`src/rtl/temp_sample_logger.sv`:
```
// temp_sample_logger: filters, decimates and averages temperature-diode ADC samples.
// The averaged value is offset-corrected and clamped to 9 bits, then written to the FIFO as 3-digit BCD.
module temp_sample_logger #(
  parameter int CHANNEL    = 17,
  parameter int OFFSET     = 3431,
  parameter int AVG_LOG2   = 3,
  parameter int SAMPLE_DIV = 100000,
  parameter int FILL_LIMIT = 30,
  parameter int USEDW_W    = 5
) (
  input  logic               clock_in,
  input  logic               reset_n,
  input  logic               adc_valid,
  input  logic [4:0]         adc_channel,
  input  logic [11:0]        adc_data,
  input  logic [USEDW_W-1:0] fifo_wrusedw,
  output logic [11:0]        wr_data,
  output logic               wr_req,
  output logic               logging,
  output logic               result_strobe,
  output logic               overrange,
  output logic               underrange
);
  localparam int TW = $clog2(SAMPLE_DIV);
  localparam int AW = 12 + AVG_LOG2;
  localparam int CW = AVG_LOG2 + 1;
  localparam logic [CW-1:0] LAST = CW'((1 << AVG_LOG2) - 1);

  typedef enum logic [1:0] {ACC, CONV, WRITE} state_t;

  state_t        state_q, state_d;
  logic [TW-1:0] tick_q, tick_d;
  logic [11:0]   latch_q, latch_d, avg_q, avg_d, wr_data_q, wr_data_d, bcd_q, bcd_d, diff, bcd_sh;
  logic          have_q, have_d, logging_q, logging_d, over_q, over_d, under_q, under_d;
  logic          pover_q, pover_d, punder_q, punder_d;
  logic [AW-1:0] acc_q, acc_d, acc_sum;
  logic [CW-1:0] cnt_q, cnt_d;
  logic [3:0]    conv_q, conv_d;
  logic [8:0]    bin_q, bin_d, bin_sh, value;
  logic          tick, take, over, under;

  function automatic logic [3:0] adj(input logic [3:0] n);
    return n >= 4'd5 ? n + 4'd3 : n;
  endfunction

  always_ff @(posedge clock_in or negedge reset_n) begin
    if (!reset_n) begin
      state_q   <= ACC;
      tick_q    <= '0;
      latch_q   <= '0;
      have_q    <= 1'b0;
      acc_q     <= '0;
      cnt_q     <= '0;
      avg_q     <= '0;
      conv_q    <= '0;
      bin_q     <= '0;
      bcd_q     <= '0;
      pover_q   <= 1'b0;
      punder_q  <= 1'b0;
      wr_data_q <= '0;
      over_q    <= 1'b0;
      under_q   <= 1'b0;
      logging_q <= 1'b1;
    end else begin
      state_q   <= state_d;
      tick_q    <= tick_d;
      latch_q   <= latch_d;
      have_q    <= have_d;
      acc_q     <= acc_d;
      cnt_q     <= cnt_d;
      avg_q     <= avg_d;
      conv_q    <= conv_d;
      bin_q     <= bin_d;
      bcd_q     <= bcd_d;
      pover_q   <= pover_d;
      punder_q  <= punder_d;
      wr_data_q <= wr_data_d;
      over_q    <= over_d;
      under_q   <= under_d;
      logging_q <= logging_d;
    end
  end

  always_comb begin
    tick    = tick_q == TW'(SAMPLE_DIV - 1);
    take    = state_q == ACC && tick && have_q;
    acc_sum = acc_q + AW'(latch_q);
    under   = avg_q < 12'(OFFSET);
    diff    = avg_q - 12'(OFFSET);
    over    = !under && diff > 12'd511;
    value   = under ? 9'd0 : over ? 9'h1ff : diff[8:0];
    // add-3 correction and the shift fused; the carry out of the hundreds nibble is always 0
    {bcd_sh, bin_sh} = {adj(bcd_q[11:8]), adj(bcd_q[7:4]), adj(bcd_q[3:0]), bin_q} << 1;
    tick_d    = tick ? '0 : tick_q + 1'b1;
    latch_d   = adc_valid && adc_channel == 5'(CHANNEL) ? adc_data : latch_q;
    have_d    = (adc_valid && adc_channel == 5'(CHANNEL)) || (have_q && !take);
    logging_d = logging_q ? 32'(fifo_wrusedw) < FILL_LIMIT : fifo_wrusedw == '0;
    state_d   = state_q;
    acc_d     = acc_q;
    cnt_d     = cnt_q;
    avg_d     = avg_q;
    conv_d    = conv_q;
    bin_d     = bin_q;
    bcd_d     = bcd_q;
    pover_d   = pover_q;
    punder_d  = punder_q;
    wr_data_d = wr_data_q;
    over_d    = over_q;
    under_d   = under_q;
    case (state_q)
      ACC: if (take) begin
        acc_d = cnt_q == LAST ? '0 : acc_sum;
        cnt_d = cnt_q == LAST ? '0 : cnt_q + 1'b1;
        if (cnt_q == LAST) begin
          avg_d   = acc_sum[AW-1:AVG_LOG2];
          conv_d  = '0;
          state_d = CONV;
        end
      end
      CONV: begin
        conv_d   = conv_q + 1'b1;
        bin_d    = conv_q == 4'd0 ? value : bin_sh;
        bcd_d    = conv_q == 4'd0 ? 12'd0 : bcd_sh;
        pover_d  = conv_q == 4'd0 ? over : pover_q;
        punder_d = conv_q == 4'd0 ? under : punder_q;
        if (conv_q == 4'd9) begin
          wr_data_d = bcd_sh;
          over_d    = pover_q;
          under_d   = punder_q;
          state_d   = WRITE;
        end
      end
      default: state_d = ACC;
    endcase
  end

  always_comb begin
    result_strobe = state_q == WRITE;
    wr_req        = state_q == WRITE && logging_q;
    wr_data       = wr_data_q;
    logging       = logging_q;
    overrange     = over_q;
    underrange    = under_q;
  end
endmodule

```
`config.mk`:
```
export PLATFORM = sky130hd
export DESIGN_NAME = temp_sample_logger
export DESIGN_NICKNAME = d
export VERILOG_FILES = /design/src/rtl/temp_sample_logger.sv
export SDC_FILE = /design/constraint.sdc
export NUM_CORES = 1
export LEC_CHECK = 0
export CAP_MARGIN = 15
export CORE_UTILIZATION = 40
export CTS_CLUSTER_DIAMETER = 120
export CTS_CLUSTER_SIZE = 12
export DETAILED_ROUTE_END_ITERATION = 7
export GPL_TIMING_DRIVEN = 0
export MAX_ROUTING_LAYER = met4
export PLACE_DENSITY_LB_ADDON = 0.12
export SLEW_MARGIN = 10
export SYNTH_ARGS = -nofsm -noshare
export SYNTH_HDL_FRONTEND = slang
export SYNTH_SLANG_ARGS = --single-unit
```
`constraint.sdc`:
```
create_clock -name clock_in -period 4.2 [get_ports clock_in]
set_clock_uncertainty 0.2 [all_clocks]
set_input_delay 0.63 -clock clock_in [delete_from_list [all_inputs] [get_ports clock_in]]
set_output_delay 0.63 -clock clock_in [all_outputs]
set_load 0.02 [all_outputs]
```
-- Word-level counts from Yosys, hierarchy flattened
Index checks and enable logic that the tools add are counted.
- mux-type cells: 18
- equal/unequal tests: 9
- magnitude comparators: 6
- add/subtract/negate cells: 8
- reductions and logical operators: 19
- operators with widths (cell ; number):
    $mux 9 ; 3
    $mux 4 ; 5
    $add 17x1->17 const B ; 1
    $eq 17x17->1 const B ; 1
    $mux 17 ; 1
    $add 15x12->15 ; 1
    $mux 15 ; 1
    $ge 4x3->1 const B ; 3
    $gt 12x9->1 const B ; 1
    $lt 12x12->1 const B ; 1
    $mux 12 ; 1
    $sub 12x12->12 const B ; 1
    $reduce_and 3->1 ; 3
    $add 4x1->4 const B ; 2
    $add 4x2->4 const B ; 2
    $pmux 4 s2 ; 1
    $logic_and 1x1->1 ; 6
    $mux 2 ; 3
    $reduce_and 2->1 ; 3
    $eq 5x5->1 const B ; 1
    $logic_not 5->1 ; 1
    $lt 5x5->1 const B ; 1
    $eq 4x3->1 const B ; 1
    $eq 4x4->1 const B ; 1
    other kinds (13) ; 15
- output and inout port bits: 17
- word-level logic and storage cells: 76
- register bits: 105
- bits of input ports: 25

-- Depth between registers and ports, before layout
Gate-level depths: netlist (run 1).
- word-level depth: 6
- depth in mapped cells: 9
- mapped depth without buffers: 8

-- Worst setup path after synthesis (run 1)
OpenSTA, ideal clock, no wires.
- path type: register -> register
- from: reg latch_q[0]
- to: reg acc_q[8]
- cell stages (with the launch flop): 9
- data arrival time: 2115 ps
- clock period less this slack: 2411 ps
- slack: 1789 ps
- data required time: 3905 ps
- path buffers: 0
- setup time: 95 ps
- path through: dfrtp_1 -> ha_1 -> fa_1 -> a21oi_1 -> o21ai_0 -> a2111oi_0 -> nor3_1 -> xnor2_1 -> o31ai_1
- word-level cells in the longest chain between the ends: 2
- RTL lines (element ; line ; source):
    start, declared ; 33 ; logic [11:0] latch_q, latch_d, avg_q, avg_d, wr_data_q, wr_data_d, bcd_q, bcd_d, diff, bcd_sh;
    start signal, assigned ; 67 ; latch_q <= latch_d;
    $add 15x12->15 ; 87 ; acc_sum = acc_q + AW'(latch_q);
    $mux 15 ; 112 ; acc_d = cnt_q == LAST ? '0 : acc_sum;
    end signal, assigned ; 52 ; acc_q <= '0;
    end signal, assigned ; 69 ; acc_q <= acc_d;
    end, declared ; 36 ; logic [AW-1:0] acc_q, acc_d, acc_sum;
Every way passes these cells.
A chain may end at the register's enable or synchronous reset.

-- Worst setup path in the final report (run 1)
Ends and elaborated chain as after synthesis.

==> results of run 1 <==
-- through the flow --
stage	power (mW)	setup slack (ns)	TNS (ns)	instance area [µm²]	utilization, %
floorplan	1.14	1.79	0	5320	-
global placement	1.21	-1.82	-188.56	5940	46.5
detailed placement	1.22	1.34	0	5970	46.7
CTS	2.02	1.35	0	6260	49.0
global route	2.08	1.14	0	6260	49.0
finish	1.99	1.31	0	6260	49.0
-- report_power, final --
part | switching (mW) | internal (mW)
Combinational | 0.0758 | 0.0692
Sequential | 0.0169 | 1.03
Clock | 0.364 | 0.432
-- cells in the final DEF (no fill, tap or decap), types with 8 or more instances in the layout --
| master | instances |
|---|---|
| xor2_1 | 16 |
| ha_1 | 25 |
| clkbuf_1 | 16 |
| nand2_1 | 63 |
| inv_1 | 15 |
| o21ai_0 | 18 |
| o31ai_1 | 9 |
| dfrtp_1 | 104 |
| clkdlybuf4s50_1 | 40 |
| a21oi_1 | 35 |
| and2_1 | 8 |
| nor2_1 | 33 |
| o21ai_1 | 19 |
| nand3_1 | 22 |
| clkbuf_16 | 9 |
| xnor2_1 | 23 |
| mux2_2 | 21 |
| and3_1 | 8 |
-- cell type report --
cell class / instances / area, µm² / area share [%]
well taps: 172 / 215 / 3.44
multi-input cells: 382 / 2560 / 40.9
repair buffers: 43 / 449 / 7.18
inverters: 15 / 56.3 / 0.900
flip-flops and latches: 105 / 2630 / 42.0
clock buffers: 13 / 260 / 4.16
clock inverters: 3 / 15.0 / 0.240
plain buffers: 18 / 73.8 / 1.18
-- state kept, by name, summed over array words and instances, names as in the netlist, 2 cells and up --
name / cells
tick_q: 17
avg_q: 12
bin_q: 9
acc_q: 15
bcd_q: 12
latch_q: 12
state_q: 2
cnt_q: 4
wr_data: 12
conv_q: 4
-- critical path, stage by stage (launching register included) --
cell and delay, ns:
dfrtp_1 0.38, ha_1 0.23, fa_1 0.44, a21oi_1 0.24, o21ai_0 0.16, a2111oi_0 0.56
nor3_1 0.16, xnor2_1 0.28, o31ai_1 0.11
-- kinds of logic (layout without fill, tap and decap cells) --
logic type	count (synthesis)	after routing	share of synthesized area, %
mux	24	24	5.01
simple gates	171	171	16.0
xor+xnor	39	39	6.42
buf+inv	33	92	2.45
flops	105	105	49.4
fa+ha+maj	26	26	6.26
compound gates	122	122	14.4
-- per-layer routing --
layer	vias up	share of wire, %
li1	1941	-
met1	1892	48
met2	51	47
met3	15	2.9
met4	0	1.5
met5	-	0
-- worst max-delay path by stage --
stage                     from       end  slack (ns)  cells past startpoint
floorplan           latch_q[0]  acc_q[8]        1.79                      8
global placement       reset_n  acc_q[9]       -1.82                      1
detailed placement  latch_q[0]  acc_q[8]        1.34                      8
CTS                 latch_q[0]  acc_q[8]        1.35                      8
global route        latch_q[0]  acc_q[8]        1.14                      8
finish              latch_q[0]  acc_q[8]        1.31                      8
==> results.txt, run 1 <==
----------------------------------------------------
[Outcome]
  Status ... completed

[Drt]
  Post-detailed-route DRC marker count ... 0
  Antenna viol nets, final ... 0
  Number of iterations in the first detailed-routing pass ... 5
  Via count normalized by instance count ... 5.19
  First-iteration detailed-routing DRC count ... around 330
  Vias after detailed routing ... 3899
  Mean routed wirelength per cell ... around 14 µm
  Routed Wire Length ... around 11000 µm

[Synthesis]
  Yosys top cell by area ... dfrtp_1
  Most frequent cells after synthesis ... 104 x dfrtp_1, 63 x nand2_1, 35 x a21oi_1
  Area contributors post-synth ... dfrtp_1 49%, ha_1 5.9%, mux2_2 4.4%
  Summed instance area of the synthesized netlist ... 5320 µm²
  Distinct cell type count after synthesis ... 57
  Net count of the mapped netlist ... 571
  Most used flip-flop cell after synthesis ... dfrtp_1
  Number of enable-type register cells in the synthesized netlist ... 0
  Seq/Total Area, Yosys ... 49.4%
  FFs w/ async S/R, synth ... between 90% and 100%
  Most frequent cell after synthesis ... dfrtp_1
  Synthesis-stage register bit count ... 105
  Cell count after synthesis ... 520
  Post-synth top area share ... 49.0%
  Mean area per synthesized cell ... 10.2 µm²
  Synthesis warning total ... 0

[Placement]
  # port buffers ... 41
  Post-Place Cells ... roughly 730
  Gpl congestion ... 0.835
  Total half-perimeter wirelength after legalization and detailed placement ... between 7000 and 8000 µm

[Critical path]
  Largest fanout on the critical path ... 3
  Worst Setup Start Kind ... flop
  Worst Setup End Kind ... flop
  Worst setup path class ... reg2reg
  Critical path arrival ... about 2.9 ns
  Launch point of the worst reg-to-reg path ... latch_q[0]
  Reg2Reg Setup Slack ... 1.31 ns
  Depth of the worst register-to-register path ... 8
  Reg-to-Reg End ... acc_q[8]
  Data required time of the worst path ... 4.21 ns

[GRT]
  Maximum number of pins on one net before global-route repair ... 72
  Global routing usage on met1 ... 23.5%
  Initial antenna violation count ... 0
  Met3 routing resource usage after global routing ... 4.63%
  Vias in the first global route ... 3829
  Wire length of the first global-routing pass ... 18700 µm
  Most used routing layer in global routing ... met2
  Fraction of met2 tracks used by global routing ... 28.6%
  All-layer global routing usage ... 18.4%
  Grt ovf ... 0

[Floorplan]
  Placeable core area ... 12800 µm²
  Effective utilization at floorplan ... 41.6%
  Die boundary height ... 117 µm
  Die span in x ... 117 µm
  Cell row count ... 41
  I/O pin count ... 42
  Total die area ... 13800 µm²

[STA]
  Final setup fails ... 0
  Achievable frequency ... between 300 and 400 MHz
  Min Tclk post-route ... 2.89 ns
  Unrepaired setup endpoints after global routing ... false
  Tightest Pin Transition ... 0.784 ns
  Count of final hold-check violations ... 0
  Hold slack final ... 0.277 ns
  Relative slew margins ... 47.7%
  Number of max-slew violations in the final report ... 0
  Fin crit share ... roughly 69%

[Power and ir drop]
  Worst vdd rail ir drop ... ~0.00022 V
  Power density over the cells ... 319 nW/µm²
  P_leak ... 2.79 nW

[Final layout]
  Share of final-layout standard cells stronger than drive strength 1 ... 8.46%
  Number of inserted filler cells in the final layout ... 1197
  Area growth, synth to finish ... 17.7%
  Post-route non-filler standard cell count ... 751
  Number of diodes ... 0
  Final #Nets ... ~630

[Hold path]
  Hold/Removal Path Class ... reg2reg
  Endpoint, Worst Hold ... acc_q[0]
  Launch instance of the worst min-delay path ... acc_q[0]
  Cell depth of the worst hold path ... 2

[Clock network]
  Clock tree sinks ... 105
  Clock latency on the worst-skew pair ... 0.36 ns
  Clock Tree Root ... clkbuf_16
  TritonCTS Buffers ... 9
  Number of post-CTS setup repair buffers ... 0
  Post-cts hold buffer count ... 1
  Maximum clock insertion buffer count ... 2
  Clock slew at reported path FFs ... approximately 0.070 ns
  CTS tree ... yes
  Depth of the CTS H-tree ... 3
  Number of cells upsized or downsized after cts ... 0

[Job]
  Number of violations of the max-capacitance limit ... 0

----------------------------------------------------
No activity file was read; power rests on OpenSTA's default activity.
==> run 2: changes to the inputs <==
==> constraint.sdc (replaced) <==
create_clock -name clock_in -period 2.5 [get_ports clock_in]
set_clock_uncertainty 0.2 [all_clocks]
set_input_delay 0.375 -clock clock_in [delete_from_list [all_inputs] [get_ports clock_in]]
set_output_delay 0.375 -clock clock_in [all_outputs]
set_load 0.02 [all_outputs]
==> run 2 against run 1 <==
Effect of this change:
- critical path depth stayed put
- flip-flop and latch count stayed put
- setup slack worse by 1.3 ns
- global-route usage hardly changed
- register-to-register slack worse by 1.3 ns
- largest cell class is now multi-input gates
- largest power group unchanged
==> results.txt, run 2 (same netlist as run 1, synthesis figures left out) <==
----------------------------------------------------
[GRT]
  Initial antenna violation count ... 0
  Grt ovf ... 0
  Vias in the first global route ... 3824
  Fraction of met2 tracks used by global routing ... around 28%
  All-layer global routing usage ... 18.4%
  Wire length of the first global-routing pass ... 18700 µm
  Global routing usage on met1 ... a little under a quarter
  Most used routing layer in global routing ... met2
  Met3 routing resource usage after global routing ... 4.63%
  Maximum number of pins on one net before global-route repair ... 72

[Final layout]
  Max reg flops ... 17
  Most common library cell in the layout ignoring fill and taps ... dfrtp_1
  Biggest registers after layout ... tick_q x17, acc_q x15
  Share of final-layout standard cells stronger than drive strength 1 ... 11.5%
  Area growth, synth to finish ... 19.9%
  Summed area of non-filler cells in the final layout ... 6370 µm²
  Register area ... 2630 µm²
  Number of diodes ... 0
  Multi-input combinational cell area ... 2640 µm²
  Final #Nets ... approximately 630
  Leading cell types in the layout, fill and taps excluded ... 104 x dfrtp_1, 63 x nand2_1, 40 x clkdlybuf4s50_1
  Number of inserted filler cells in the final layout ... 1188
  Reg with most FFs ... tick_q

[Drt]
  Antenna viol nets, final ... 0
  Number of iterations in the first detailed-routing pass ... 4
  Via count normalized by instance count ... roughly 5.2
  Vias after detailed routing ... 3922
  Routed Wire Length ... 11000 µm
  Post-detailed-route DRC marker count ... 0
  First-iteration detailed-routing DRC count ... between 300 and 400
  Mean routed wirelength per cell ... 14.5 µm

[Power and ir drop]
  Net Sw Power ... 781 µW
  Fraction of power consumed by combinational cells ... around 7.7%
  Power density over the cells ... between 500 and 600 nW/µm²
  Worst vdd rail ir drop ... 0.000348 V
  Cell-internal power ... 2.59 mW
  Clock share of power ... around two fifths
  Design Power ... 3.37 mW
  Sequential cell fraction of total power ... 52.4%
  P_leak ... 2.83 nW
  Switching power as a share of total power ... 23.2%

[Job]
  Number of violations of the max-capacitance limit ... 0

[Clock network]
  Clock Tree Root ... clkbuf_16
  CTS tree ... yes
  Maximum clock insertion buffer count ... 2
  TritonCTS Buffers ... 9
  Clock latency on the worst-skew pair ... 0.36 ns
  Depth of the CTS H-tree ... 3
  Clock slew at reported path FFs ... 0.07 ns
  Clock tree sinks ... 105

[Floorplan]
  Placeable core area ... between 10000 and 15000 µm²
  Cell row count ... 41
  I/O pin count ... 42
  Die boundary height ... 117 µm
  Effective utilization at floorplan ... 41.6%
  Total die area ... 13800 µm²
  Die span in x ... 117 µm

[STA]
  Tightest Pin Transition ... 0.716 ns
  Fin crit share ... a little over nine tenths
  Final setup fails ... 0
  Min Tclk post-route ... 2.46 ns
  Achievable frequency ... 406 MHz
  Relative slew margins ... 52.1%
  Hold slack final ... about 0.27 ns
  Count of final hold-check violations ... 0
  Unrepaired setup endpoints after global routing ... true
  Number of max-slew violations in the final report ... 0

[Outcome]
  Status ... completed

[Critical path]
  Worst Setup Start Kind ... flop
  Worst setup path class ... reg2reg
  Data required time of the worst path ... 2.57 ns
  Worst Setup End Kind ... flop
  Launch point of the worst reg-to-reg path ... latch_q[0]
  Launch point of the critical path ... latch_q[0]
  Critical path arrival ... 2.53 ns
  Largest fanout on the critical path ... 3

[Hold path]
  Hold/Removal Path Class ... in2async

[Placement]
  Total half-perimeter wirelength after legalization and detailed placement ... 7890 µm
  Gpl congestion ... 0.835
  # port buffers ... 41
  Cell Area, Placed ... 5970 µm²

----------------------------------------------------
==> run 2: final cells by class <==
cell class                 instances  area share (%)
tap                              172            3.38
buffer                            18            1.20
clock inverter                     3           0.236
inverter                          15           0.883
timing repair buffer              47            7.52
clock buffer                      13            4.08
sequential                       105            41.2
multi-input combinational        382            41.5
==> run 2: path summary, 6_finish.rpt <==
check	to	slack, ns	depth (start not counted)
worst min register to register	acc_q[0]	0.28	2
max in group asynchronous	acc_q[2]	1.17	3
min in group clock_in	acc_q[0]	0.28	2
worst max register to register	acc_q[8]	0.04	8
worst max-delay path	acc_q[8]	0.04	8
worst min-delay path	wr_data[9]	0.27	2
==> run 2: critical path, cell delays in order (launching register included) <==
cell,delay [ns]
dfrtp_1,0.38
ha_2,0.20
fa_2,0.41
a21oi_4,0.23
o21ai_4,0.09
a2111oi_4,0.40
nor3_2,0.11
xnor2_2,0.16
o31ai_1,0.19
==> run 2: repair_timing <==
item / CTS / global route
hold buffers: 1 / 0
resized for setup: 6 / 15
setup buffers: 0 / 4
hold endpoints to repair: 34 / 0
pin swaps: 2 / 8
endpoints found under the setup margin: 7 / 27
==> run 2: layer usage <==
metal / vias up / wire [µm] / part of all wire (%)
met5: - / 0 / 0
met4: 0 / 153 / 1.4
met3: 16 / 304 / 2.8
met2: 51 / 5260 / 48
met1: 1910 / 5270 / 48
li1: 1945 / - / -
==> run 2: metrics by stage <==
stage                     util (%)  TNS, ns  setup WS [ns]  instances
after floorplan                  -        0         0.0895        520
after global placement        46.5  -340.83          -3.26        733
after detailed placement      46.7   -0.930         -0.359        734
after CTS                     49.1  -0.0110        -0.0110        751
after global routing          49.9  -0.0812        -0.0429        755
final                         49.9        0         0.0394        755
==> run 2: power groups by stage <==
stage	registers [mW]	logic [mW]	clock network, mW
after floorplan	1.79	0.132	0
after global placement	1.80	0.234	0
after detailed placement	1.80	0.246	0
after CTS	1.77	0.251	1.39
after global routing	1.77	0.292	1.45
final	1.77	0.259	1.34
==> run 3: changes to the inputs <==
--- a/config.mk
+++ b/config.mk
@@ -13,6 +13,7 @@
 export GPL_TIMING_DRIVEN = 0
 export MAX_ROUTING_LAYER = met4
 export PLACE_DENSITY_LB_ADDON = 0.12
+export SKIP_CTS_REPAIR_TIMING = 1
 export SLEW_MARGIN = 10
 export SYNTH_ARGS = -nofsm -noshare
 export SYNTH_HDL_FRONTEND = slang
==> run 3 against run 2 <==
Effect of this change:
- final area down 0.16%
- first-iteration DRC count down 14%
- utilization down 0.078 points
- final cell count unchanged
- count of clock-buffer cells in the layout unchanged
- highest routed layer unchanged
==> results.txt, run 3 (same netlist as run 1, synthesis figures left out) <==
----------------------------------------------------
[GRT]
  Wire length of the first global-routing pass ... 18700 µm
  Global routing usage on met1 ... a little under a quarter
  Fraction of met2 tracks used by global routing ... about 29%
  Initial antenna violation count ... 0
  All-layer global routing usage ... 18.4%
  Maximum number of pins on one net before global-route repair ... 72
  Grt ovf ... 0
  Met3 routing resource usage after global routing ... 4.63%
  Most used routing layer in global routing ... met2
  Vias in the first global route ... between 3000 and 4000

[Floorplan]
  Die boundary height ... between 100 and 150 µm
  Cell row count ... 41
  Total die area ... ~14000 µm²
  Placeable core area ... 12800 µm²
  Die span in x ... 117 µm
  Effective utilization at floorplan ... 41.6%
  I/O pin count ... 42

[Final layout]
  Summed area of non-filler cells in the final layout ... 6360 µm²
  Biggest registers after layout ... tick_q x17, acc_q x15
  Multi-input combinational cell area ... 2630 µm²
  Most common library cell in the layout ignoring fill and taps ... dfrtp_1
  Number of inserted filler cells in the final layout ... 1190
  Register area ... 2630 µm²
  Leading cell types in the layout, fill and taps excluded ... 104 x dfrtp_1, 63 x nand2_1, 40 x clkdlybuf4s50_1
  Area growth, synth to finish ... 19.7%
  Share of final-layout standard cells stronger than drive strength 1 ... 11.3%
  Final #Nets ... 629
  Max reg flops ... 17
  Reg with most FFs ... tick_q
  Number of diodes ... 0

[Clock network]
  Clock Tree Root ... clkbuf_16
  TritonCTS Buffers ... 9
  Maximum clock insertion buffer count ... 2
  Clock slew at reported path FFs ... 0.07 ns
  Depth of the CTS H-tree ... 3
  Clock tree sinks ... 105
  Clock latency on the worst-skew pair ... 0.36 ns
  CTS tree ... yes

[Drt]
  Number of iterations in the first detailed-routing pass ... 4
  Routed Wire Length ... 11000 µm
  First-iteration detailed-routing DRC count ... 300
  Vias after detailed routing ... ~4000
  Antenna viol nets, final ... 0
  Via count normalized by instance count ... approximately 5.2
  Mean routed wirelength per cell ... 14.6 µm
  Post-detailed-route DRC marker count ... 0

[STA]
  Unrepaired setup endpoints after global routing ... true
  Number of max-slew violations in the final report ... 0
  Tightest Pin Transition ... just over 0.7 ns
  Hold slack final ... 0.272 ns
  Final WS setup ... roughly 0.056 ns
  Achievable frequency ... 409 MHz
  Fin crit share ... 97.7%
  Total Neg Setup Slack ... 0 ns
  Min Tclk post-route ... 2.44 ns
  Relative slew margins ... 53.0%
  Count of final hold-check violations ... 0
  Final setup fails ... 0

[Job]
  Number of violations of the max-capacitance limit ... 0

[Outcome]
  Status ... completed

[Placement]
  Total half-perimeter wirelength after legalization and detailed placement ... a little under 8000 µm
  Worst slack at placement ... -0.359 ns
  # port buffers ... 41
  Gpl congestion ... roughly 0.84
  Cell Area, Placed ... 5970 µm²

[Critical path]
  Cell with the largest stage delay on the worst path ... fa_2
  Largest fanout on the critical path ... 3
  Delay of the slowest cell on the worst path ... 0.42 ns
  Launch point of the worst reg-to-reg path ... latch_q[0]
  Worst Setup End Kind ... flop
  Reg2Reg Setup Slack ... 0.06 ns
  Worst-path cell chain ... ha_1 -> fa_2 -> a21oi_4 -> o21ai_2 -> a2111oi_4 -> nor3_2 -> xnor2_2 -> o31ai_1
  Worst Setup Start Kind ... flop
  Data required time of the worst path ... 2.57 ns
  Worst setup path class ... reg2reg
  Reg-to-Reg End ... acc_q[8]
  Depth of the worst register-to-register path ... 8
  Critical path arrival ... roughly 2.5 ns

[Power and ir drop]
  P_leak ... 2.83 nW
  Worst vdd rail ir drop ... approximately 0.00035 V
  Power density over the cells ... 529 nW/µm²

[Hold path]
  Hold/Removal Path Class ... in2async

----------------------------------------------------
## run 3: cell count changes in the layout (fill, tap and decap cells not counted)
cell / before / now
ha_1: 24 / 25
o21ai_2: 0 / 1
ha_2: 1 / 0
o21ai_4: 1 / 0
## run 3: per-stage QoR
stage / util, % / power, mW / std cells
2_1_floorplan: - / 1.92 / 520
5_1_grt: 49.8 / 3.51 / 755
3_5_place_dp: 46.7 / 2.04 / 734
6_report: 49.8 / 3.36 / 755
4_1_cts: 48.9 / 3.40 / 750
3_3_place_gp: 46.5 / 2.03 / 733
## run 3: routing by layer
| layer | wire length [µm] | share of wire (%) |
|---|---|---|
| met5 | 0 | 0 |
| met4 | 153 | 1.4 |
| met3 | 303 | 2.7 |
| met2 | 5360 | 49 |
| met1 | 5210 | 47 |
## run 3: area by class of cell
class	instances	share of cell area, %
multi-input cells	382	41.4
flip-flops and latches	105	41.3
repair buffers	47	7.53
clock buffers	13	4.09
well taps	172	3.38
plain buffers	18	1.20
inverters	15	0.885
clock inverters	3	0.236
## run 3: power by group
part / total (mW) / switching, mW / internal (mW)
logic: 0.258 / 0.137 / 0.121
registers: 1.77 / 0.0287 / 1.74
clock network: 1.34 / 0.614 / 0.726
## run 3: worst max-delay path, delay by kind of cell (launching register included)
kind | cells | cell delay, ns
fa+ha+maj | 2 | 0.65
flops | 1 | 0.38
xor+xnor | 1 | 0.16
simple gates | 1 | 0.11
compound gates | 4 | 0.84
## run 3: worst max-delay path by stage
| stage | startpoint | end | slack [ns] | cells after the start |
|---|---|---|---|---|
| after floorplan | latch_q[0] | acc_q[8] | 0.09 | 8 |
| after global placement | reset_n | acc_q[9] | -3.26 | 1 |
| after detailed placement | latch_q[0] | acc_q[8] | -0.36 | 8 |
| after CTS | latch_q[0] | acc_q[8] | -0.35 | 8 |
| after global routing | latch_q[0] | avg_q[9] | -0.03 | 8 |
| final | latch_q[0] | acc_q[8] | 0.06 | 8 |
